$ cat src/rtl/loader_sequencer_pkg.sv
// Shared types and constants for the loader sequencer.
//   state_e : top-level run FSM states
//   PMU_AW  : PMU register select width
//   PMU_DW  : PMU register data width
package loader_sequencer_pkg;
  localparam int PMU_AW = 5;
  localparam int PMU_DW = 32;

  typedef enum logic [2:0] {
    ST_LOAD,
    ST_START,
    ST_SETTLE,
    ST_WAIT_IDLE,
    ST_DRAIN,
    ST_DONE
  } state_e;
endpackage

$ cat src/rtl/loader_sequencer_pmu_drain_walker.sv
// PMU drain walker: steps through every (core, register) pair, core-major,
// presents the register select, samples the data one cycle later and hands
// each word out over a valid/ready interface.
//   clk_i, arstn_i       : clock, async active-low reset
//   start_i              : pulse, begin a walk from core 0 / reg 0
//   pmu_addr_o[c]        : register select, 0 for every core not being read
//   pmu_data_i[c]        : register read data
//   res_valid_o/ready_i  : result handshake
//   res_data/core/reg_o  : result word and its origin, stable while stalled
//   last_o               : comb, final word accepted this cycle
module pmu_drain_walker
  import loader_sequencer_pkg::*;
#(
  parameter int CORE_COUNT    = 16,
  parameter int PMU_REG_COUNT = 8
) (
  input  logic                                  clk_i,
  input  logic                                  arstn_i,
  input  logic                                  start_i,
  output logic [CORE_COUNT-1:0][PMU_AW-1:0]     pmu_addr_o,
  input  logic [CORE_COUNT-1:0][PMU_DW-1:0]     pmu_data_i,
  output logic                                  res_valid_o,
  input  logic                                  res_ready_i,
  output logic [PMU_DW-1:0]                     res_data_o,
  output logic [$clog2(CORE_COUNT)-1:0]         res_core_o,
  output logic [PMU_AW-1:0]                     res_reg_o,
  output logic                                  last_o
);
  localparam int CW = $clog2(CORE_COUNT);

  logic              active_q, sample_q, valid_q;
  logic [CW-1:0]     core_q;
  logic [PMU_AW-1:0] reg_q;
  logic [PMU_DW-1:0] data_q;
  logic              accept, last_word;

  assign accept    = valid_q & res_ready_i;
  assign last_word = (core_q == CW'(CORE_COUNT - 1)) &&
                     (reg_q == PMU_AW'(PMU_REG_COUNT - 1));
  assign last_o    = accept & last_word;

  // sample_q marks the cycle after the select moved: data is taken then,
  // giving the PMU a full cycle of address-to-data time.
  always_ff @(posedge clk_i or negedge arstn_i) begin
    if (!arstn_i) begin
      active_q <= 1'b0;
      sample_q <= 1'b0;
      valid_q  <= 1'b0;
      core_q   <= '0;
      reg_q    <= '0;
      data_q   <= '0;
    end else if (start_i) begin
      active_q <= 1'b1;
      sample_q <= 1'b1;
      valid_q  <= 1'b0;
      core_q   <= '0;
      reg_q    <= '0;
    end else if (active_q) begin
      if (sample_q) begin
        data_q   <= pmu_data_i[core_q];
        valid_q  <= 1'b1;
        sample_q <= 1'b0;
      end else if (accept) begin
        valid_q <= 1'b0;
        if (last_word) begin
          active_q <= 1'b0;
        end else begin
          sample_q <= 1'b1;
          if (reg_q == PMU_AW'(PMU_REG_COUNT - 1)) begin
            reg_q  <= '0;
            core_q <= core_q + 1'b1;
          end else begin
            reg_q <= reg_q + 1'b1;
          end
        end
      end
    end
  end

  // Only the core under read sees a non-zero select.
  always_comb begin
    for (int c = 0; c < CORE_COUNT; c++) begin
      pmu_addr_o[c] = '0;
      if (active_q && core_q == CW'(c)) pmu_addr_o[c] = reg_q;
    end
  end

  assign res_valid_o = valid_q;
  assign res_data_o  = data_q;
  assign res_core_o  = core_q;
  assign res_reg_o   = reg_q;
endmodule

$ cat src/rtl/loader_sequencer.sv
// Loader sequencer: accepts per-core loader descriptors, starts the loaders,
// waits for them to go idle (or time out), then drains every core's PMU
// registers as a stream of result words.
//   clk_i, arstn_i                 : clock, async active-low reset
//   desc_*                         : descriptor handshake and fields
//   run_i / busy_o / done_o        : run control and status
//   timeout_o / bad_desc_o         : sticky status, cleared on run accept
//   resp_wait/id/write/axlen_o     : per-core descriptor fields
//   fifo_push_o                    : per-core push pulse
//   start_o / idle_i               : loader start pulse, loader idle
//   pmu_addr_o / pmu_data_i        : per-core PMU access
//   res_*                          : drained PMU words
module loader_sequencer
  import loader_sequencer_pkg::*;
#(
  parameter int CORE_COUNT     = 16,
  parameter int AXI_ID_WIDTH   = 5,
  parameter int PMU_REG_COUNT  = 8,
  parameter int TIMEOUT_CYCLES = 1_000_000
) (
  input  logic                                    clk_i,
  input  logic                                    arstn_i,
  input  logic                                    desc_valid_i,
  output logic                                    desc_ready_o,
  input  logic [$clog2(CORE_COUNT)-1:0]           desc_core_i,
  input  logic [AXI_ID_WIDTH-1:0]                 desc_id_i,
  input  logic                                    desc_write_i,
  input  logic [7:0]                              desc_axlen_i,
  input  logic                                    desc_resp_wait_i,
  input  logic                                    run_i,
  output logic                                    busy_o,
  output logic                                    done_o,
  output logic                                    timeout_o,
  output logic                                    bad_desc_o,
  output logic [CORE_COUNT-1:0]                   resp_wait_o,
  output logic [CORE_COUNT-1:0][AXI_ID_WIDTH-1:0] id_o,
  output logic [CORE_COUNT-1:0]                   write_o,
  output logic [CORE_COUNT-1:0][7:0]              axlen_o,
  output logic [CORE_COUNT-1:0]                   fifo_push_o,
  output logic                                    start_o,
  input  logic [CORE_COUNT-1:0]                   idle_i,
  output logic [CORE_COUNT-1:0][PMU_AW-1:0]       pmu_addr_o,
  input  logic [CORE_COUNT-1:0][PMU_DW-1:0]       pmu_data_i,
  output logic                                    res_valid_o,
  input  logic                                    res_ready_i,
  output logic [PMU_DW-1:0]                       res_data_o,
  output logic [$clog2(CORE_COUNT)-1:0]           res_core_o,
  output logic [PMU_AW-1:0]                       res_reg_o
);
  localparam int CW = $clog2(CORE_COUNT);

  state_e      state_q, state_d;
  logic        hs, core_ok, push_ok, run_ok, all_idle;
  logic        settle_q, idle_seen_q, timeout_hit, drain_start, walk_last;
  logic [31:0] wait_cnt_q;
  logic        timeout_q, bad_q;

  assign hs       = desc_valid_i & desc_ready_o;
  // Extra bit so non-power-of-two core counts can flag out-of-range cores.
  assign core_ok  = {1'b0, desc_core_i} < (CW + 1)'(CORE_COUNT);
  assign push_ok  = hs & core_ok;
  assign run_ok   = run_i & (state_q == ST_LOAD);
  assign all_idle = &idle_i;

  always_ff @(posedge clk_i or negedge arstn_i) begin
    if (!arstn_i) state_q <= ST_LOAD;
    else          state_q <= state_d;
  end

  always_comb begin
    state_d     = state_q;
    timeout_hit = 1'b0;
    case (state_q)
      ST_LOAD:   if (run_i) state_d = ST_START;
      ST_START:  state_d = ST_SETTLE;
      ST_SETTLE: if (settle_q) state_d = ST_WAIT_IDLE;
      ST_WAIT_IDLE: begin
        // A clean idle pair wins over a timeout landing in the same cycle.
        if (all_idle && idle_seen_q) begin
          state_d = ST_DRAIN;
        end else if (wait_cnt_q == 32'(TIMEOUT_CYCLES - 1)) begin
          state_d     = ST_DRAIN;
          timeout_hit = 1'b1;
        end
      end
      ST_DRAIN:  if (walk_last) state_d = ST_DONE;
      ST_DONE:   state_d = ST_LOAD;
      default:   state_d = ST_LOAD;
    endcase
  end

  always_comb begin
    // Gate with reset so the handshake is closed while reset is held.
    desc_ready_o = (state_q == ST_LOAD) & arstn_i;
    start_o      = (state_q == ST_START);
    busy_o       = (state_q != ST_LOAD);
    done_o       = (state_q == ST_DONE);
    drain_start  = (state_q == ST_WAIT_IDLE) & (state_d == ST_DRAIN);
  end

  // Settle and idle/timeout tracking restart from zero on every entry.
  always_ff @(posedge clk_i or negedge arstn_i) begin
    if (!arstn_i) begin
      settle_q    <= 1'b0;
      idle_seen_q <= 1'b0;
      wait_cnt_q  <= '0;
    end else begin
      settle_q <= (state_q == ST_SETTLE) & ~settle_q;
      if (state_q == ST_WAIT_IDLE) begin
        wait_cnt_q  <= wait_cnt_q + 32'd1;
        idle_seen_q <= all_idle;
      end else begin
        wait_cnt_q  <= '0;
        idle_seen_q <= 1'b0;
      end
    end
  end

  // Sticky flags: run acceptance clears, a same-cycle set still wins.
  always_ff @(posedge clk_i or negedge arstn_i) begin
    if (!arstn_i) begin
      timeout_q <= 1'b0;
      bad_q     <= 1'b0;
    end else begin
      if (run_ok) begin
        timeout_q <= 1'b0;
        bad_q     <= 1'b0;
      end
      if (timeout_hit)    timeout_q <= 1'b1;
      if (hs && !core_ok) bad_q     <= 1'b1;
    end
  end

  assign timeout_o  = timeout_q;
  assign bad_desc_o = bad_q;

  // Per-core descriptor fields, updated together with the push pulse.
  always_ff @(posedge clk_i or negedge arstn_i) begin
    if (!arstn_i) begin
      fifo_push_o <= '0;
      resp_wait_o <= '0;
      id_o        <= '0;
      write_o     <= '0;
      axlen_o     <= '0;
    end else begin
      for (int c = 0; c < CORE_COUNT; c++) begin
        fifo_push_o[c] <= push_ok && (desc_core_i == CW'(c));
        if (push_ok && desc_core_i == CW'(c)) begin
          resp_wait_o[c] <= desc_resp_wait_i;
          id_o[c]        <= desc_id_i;
          write_o[c]     <= desc_write_i;
          axlen_o[c]     <= desc_axlen_i;
        end
      end
    end
  end

  pmu_drain_walker #(
    .CORE_COUNT   (CORE_COUNT),
    .PMU_REG_COUNT(PMU_REG_COUNT)
  ) u_walker (
    .clk_i      (clk_i),
    .arstn_i    (arstn_i),
    .start_i    (drain_start),
    .pmu_addr_o (pmu_addr_o),
    .pmu_data_i (pmu_data_i),
    .res_valid_o(res_valid_o),
    .res_ready_i(res_ready_i),
    .res_data_o (res_data_o),
    .res_core_o (res_core_o),
    .res_reg_o  (res_reg_o),
    .last_o     (walk_last)
  );
endmodule

$ cat config.mk
export PLATFORM = sky130hd
export DESIGN_NAME = loader_sequencer
export DESIGN_NICKNAME = d
export VERILOG_FILES = /design/src/rtl/loader_sequencer_pkg.sv /design/src/rtl/loader_sequencer_pmu_drain_walker.sv /design/src/rtl/loader_sequencer.sv
export SDC_FILE = /design/constraint.sdc
export NUM_CORES = 1
export LEC_CHECK = 0
export BUFFER_PORTS_ARGS = -buffer_cell sky130_fd_sc_hd__clkbuf_2
export CORE_AREA = 2 2 369 371
export CTS_BUF_LIST = sky130_fd_sc_hd__clkbuf_4
export CTS_CLUSTER_SIZE = 40
export DETAILED_ROUTE_END_ITERATION = 7
export DIE_AREA = 0 0 371 373
export GPL_TIMING_DRIVEN = 0
export PLACE_DENSITY = 0.3
export SYNTH_ARGS = -nofsm -noshare
export SYNTH_HDL_FRONTEND = slang
export SYNTH_SLANG_ARGS = --single-unit
$ cat constraint.sdc
create_clock -name clk_i -period 5.9 [get_ports clk_i]
set_input_delay 0.59 -clock clk_i [delete_from_list [all_inputs] [get_ports clk_i]]
set_output_delay 0.59 -clock clk_i [all_outputs]
set_load 0.02 [all_outputs]
* After elaboration in Yosys (flattened, before gate mapping)
Cells that the tools add are included.
Storage, ports and cells: output and inout port bits 384, register bits 338, word-level logic and storage cells 233, input bits 552
Cells by class: magnitude comparators 1, reduce and logical (&&, ||, !) cells 48, equality and inequality tests 40, muxes and demuxes 56, bitwise operators 9, $add $sub $neg 3
Operator list (count):
- binary-select mux 32 bit (select 4 bit) | 1
- two-way mux 5 bit | 22
- equality test 4 bit (second input constant) | 16
- two-way mux 32 bit | 2
- logical AND 1 bit | 34
- adder 32 x 1 -> 32 bit (second input constant) | 1
- equality test 32 x 20 -> 1 bit (second input constant) | 1
- equality test 4 x 3 -> 1 bit (second input constant) | 8
- two-way mux 4 bit | 6
- two-way mux 1 bit | 19
- equality test 4 x 2 -> 1 bit (second input constant) | 4
- AND reduction 16 bit | 1
- two-way mux 3 bit | 5
- case mux 3 bit (5 select lines) | 1
- equality test 3 bit (second input constant) | 3
- equality test 4 x 1 -> 1 bit (second input constant) | 2
- logical NOT 4 bit | 2
- nonzero test 2 bit | 4
- AND 1 bit | 7
- equality test 3 x 2 -> 1 bit (second input constant) | 2
- nonzero test 3 bit | 2
- adder 5 x 1 -> 5 bit (second input constant) | 1
- equality test 5 x 3 -> 1 bit (second input constant) | 1
- < comparator 4 x 5 -> 1 bit (second input constant) | 1
- other kinds (9) | 11

* Depth between registers and ports, before layout
depth after elaboration 9, mapped depth 8, depth with buffers taken out 6

* Cells and area by module
A second synthesis with hierarchy kept.
Second synthesis, totals: cell total of the unflattened synthesis 1517, area total of the unflattened synthesis 18119.9 um2
Modules (own cells, without submodules):
- loader_sequencer | area each 11618.6 um2, times used 1, cells an instance 812, seq. area each 7357.1 um2
- pmu_drain_walker | area each 6501.2 um2, times used 1, cells an instance 705, seq. area each 1101.1 um2

* Least setup slack after synthesis
OpenSTA, ideal clock, no wires.
path type register to output, start point register u_walker.core_q[1], in the netlist u_walker.res_core_o[1], end point output pmu_addr_o[65] (netlist name), path slack 3221 ps, arrival time 2089 ps, stages on the path, launching flop included 9, required time 5310 ps, path buffers 4, cells stage by stage dfrtp_1 clkbuf_1 clkbuf_1 clkbuf_1 inv_1 ha_1 and2_1 clkbuf_1 and3_1
RTL lines:
- from (decl) | RTL line loader_sequencer_pmu_drain_walker.sv:32 | logic [CW-1:0] core_q;
- from (signal assigned) | RTL line loader_sequencer_pmu_drain_walker.sv:71 | core_q <= core_q + 1'b1;
- to (decl) | RTL line loader_sequencer.sv:42 | output logic [CORE_COUNT-1:0][PMU_AW-1:0] pmu_addr_o,

==> flow_metrics.env <==
export IMPL_final_nets=2910
export IMPL_overflow=0
export IMPL_critPathRequiredTime_ns=5.31
export IMPL_crit_fanout=10
export IMPL_antenna_found_initial=115
export IMPL_final_area_sq_mm=0.0262
export IMPL_syn_nets=1848
export IMPL_finalSetupTns_ns=0
export IMPL_r2r_end="u_walker.res_data_o[24]"
export IMPL_post_route_util_pct=19.5
export IMPL_drtIter0Drc=843
export IMPL_hpwl_mm=112
export IMPL_drtAntennaViolNets=0
export IMPL_slew_headroom_pct=24.1
export IMPL_hold_end="u_walker.res_data_o[3]"
export IMPL_multi_input_area_sq_mm=0.00854
export IMPL_hold_start="pmu_data_i[3]"
export IMPL_synth_ff_type="dfrtp_1"
export IMPL_hold_violations=0
export IMPL_wl_per_cell_microns=30.4
export IMPL_finalPower_mw=5.51
export IMPL_status="finished clean"
export IMPL_r2r_setup_slack_ns=1.95
export IMPL_first_global_vias=17500
export IMPL_synth_edf_count=0
export IMPL_ff_latch_area_sq_mm=0.00846
export IMPL_finClkSkew_ns=0.0839
export IMPL_first_pass_iters=4
export IMPL_placed_cell_area_sq_mm=0.0246
export IMPL_synth_top_area_share_pct=48.2
export IMPL_slew_viol_final=0
export IMPL_drc=0
export IMPL_clk_path_buf_depth=3
export IMPL_max_cap_violations=0
export IMPL_clock_fmax_mhz=205
export IMPL_wirelength_mm=129
export IMPL_tightest_slew_ns=1.14
export IMPL_final_cells=4239
export IMPL_via_per_inst=3.97
export IMPL_io_pin_count=936
export IMPL_postCtsSetupRepairBufs=0
export IMPL_synth_area_leader_cell="dfrtp_1"
export IMPL_critPathKind="flop to output pin"
export IMPL_crit_arrival_ns=4.28
export IMPL_ir_drop_mv=0.140
export IMPL_p_leak_nw=13.6
export IMPL_initial_utilization_pct=13.0
export IMPL_drive_gt1_share_pct=63.3
export IMPL_nFillCells=14900
export IMPL_die_y_microns=373
export IMPL_ys_seq_elements=338
export IMPL_die_w_microns=371
export IMPL_synthToLayoutAreaGrowth_pct=49.2
export IMPL_clkLatencyLatePin_ns=0.96
export IMPL_dieArea_sq_mm=0.138
export IMPL_grt_max_degree=109
export IMPL_end_kind="output pin"
export IMPL_vias=16800
export IMPL_yosysWarnings=0
export IMPL_dp_cells=4006
export IMPL_grt_usage_pct=18.1
export IMPL_ff2ff_path_depth=7
export IMPL_numClockSinks=338
export IMPL_rows=135
export IMPL_post_route_min_period_ns=4.87
export IMPL_synth_async_reset_ratio_pct=100
export IMPL_clk_pin_slew_worst_paths_ns=0.07
export IMPL_gp_congestion=0.968
export IMPL_hold_path_depth=5
export IMPL_cts_made_buffers=102
export IMPL_startpoint_type="flop"
export IMPL_p_per_area_mw_per_mm2=210
export IMPL_ys_seq_area_share_pct=48.2
export IMPL_cts_tree="done"
export IMPL_worst_slack_ns=1.03
export IMPL_root_buffer="clkbuf_4"
export IMPL_reg2reg_from="u_walker.res_core_o[0]"
export IMPL_grt_pass1_wl_mm=166
export IMPL_rsz0062_at_grt="no"
export IMPL_core_area_sq_mm=0.135
export IMPL_htree_levels=3
export IMPL_hold_ws_ns=0.210
export IMPL_port_buffers=932
export IMPL_avgSynthCellArea_sq_um=13.6
export IMPL_pre_cts_ws_ns=1.61
export IMPL_syn_area_sq_mm=0.0176
export IMPL_hold_class="primary input to flop"
export IMPL_synth_area_leaders="dfrtp_1, mux2_2, mux4_2"
export IMPL_finalSetupViolations=0
export IMPL_yosysUniqueCellTypes=47
export IMPL_period_share_pct=82.5
export IMPL_synth_cells=1290
[worst max path at each step]
stage | end | from | slack (ns)
2_1_floorplan | pmu_addr_o[65] | u_walker.res_core_o[1] | 3.22
4_1_cts | pmu_addr_o[70] | u_walker.res_core_o[0] | 0.70
3_5_place_dp | u_walker.res_data_o[24] | u_walker.res_core_o[0] | 1.61
5_1_grt | pmu_addr_o[67] | u_walker.res_core_o[1] | 0.69
6_report | pmu_addr_o[67] | u_walker.res_core_o[1] | 1.03
3_3_place_gp | axlen_o[40] | arstn_i | -4.97
[state kept, by name (all words and copies together) (netlist names), 3 cells and up]
register / cells
u_walker.res_core_o: 4
axlen_o: 128
fifo_push_o: 16
id_o: 80
u_walker.res_data_o: 32
resp_wait_o: 16
state_q: 3
wait_cnt_q: 32
u_walker.res_reg_o: 5
write_o: 16
[synthesized netlist by cell type (2+ instances only)]
cell,n
o21ai_0,5
nor4b_1,2
a22oi_1,64
nor3_1,10
dfrtp_1,338
xor2_1,9
nand4_1,10
nor3b_2,2
buf_4,2
buf_6,2
inv_1,19
and2_1,11
and4_1,6
o22ai_1,2
nor2b_1,7
nor4_1,12
buf_2,18
clkbuf_1,90
ha_1,6
nand2_1,60
mux2i_1,4
mux2_2,271
xnor2_1,23
mux4_2,128
nor3_2,3
buf_1,5
nand3_1,17
or3_1,3
nor2_1,51
a21oi_1,6
and3_1,88
[worst max-delay path, cell delays in order, from the launching register on]
cell and delay (ns):
dfrtp_1 0.39, clkbuf_1 0.35, clkbuf_1 0.74, clkbuf_1 0.64
inv_1 0.15, ha_1 0.22, and2_1 0.20, clkbuf_1 0.23
and3_1 0.26, clkbuf_2 0.16
[layout make-up]
type                       count  area share [%]
antenna                       24           0.229
buffer                       118            1.92
clock buffer                 156            4.47
clock inverter                30           0.712
inverter                      19           0.272
multi-input combinational    815            32.6
sequential                   338            32.3
tap                         1781            8.51
timing repair buffer         958            19.0
[power by group]
part / leakage (nW) / total [mW] / switching (mW) / internal [mW]
Clock: 0.811 / 2.44 / 1.15 / 1.29
Combinational: 8.07 / 0.665 / 0.383 / 0.283
Sequential: 4.68 / 2.41 / 0.0388 / 2.37
Total: 13.6 / 5.51 / 1.57 / 3.94
[per-layer routing]
metal  vias up  GRT usage (%)  part of all wire, %
met4        24           9.53                  5.1
met1      8519           18.4                   34
met5         -              0                 0.12
li1       7063              -                    -
met2       944           33.5                   53
met3       283           4.82                  7.2
[cell families (layout without fill, tap and decap cells)]
kind of cell               count (synthesis)  count (layout)  synth area share, %
adders and majority gates                  6               6                0.427
DFF                                      338             338                 48.2
AOI/OAI and AO/OA                         83              83                 3.51
muxes                                    404             404                 34.1
other                                      1              25               0.0214
buffers and inverters                    137            1281                 3.24
and+or+nand+nor                          289             289                 8.97
xor gates and xnor gates                  32              32                 1.60
[cell usage in the layout, fill, tap and decap left out, types with 4 or more instances in the layout]
master / n
xnor2_1: 23
dlygate4sd3_1: 23
mux4_2: 128
buf_1: 4
a22oi_1: 64
inv_1: 19
nand2_1: 60
nand4_1: 10
o21ai_0: 5
clkinv_2: 6
nand3_1: 17
clkbuf_4: 156
nor2_1: 51
mux2i_1: 4
mux2_2: 271
nor3_1: 10
and3_1: 88
nor2b_1: 7
xor2_1: 9
and2_1: 11
and4_1: 6
dfrtp_1: 338
nor4_1: 12
buf_2: 19
clkbuf_2: 933
clkbuf_1: 88
clkinv_1: 18
ha_1: 6
a21oi_1: 6
diode_2: 24
[timing repair]
action                    in CTS  in global routing
hold buffers                  23                  0
hold endpoints to repair     177                  0
resized for setup              0                  0
No activity file was read; power rests on OpenSTA's default activity.
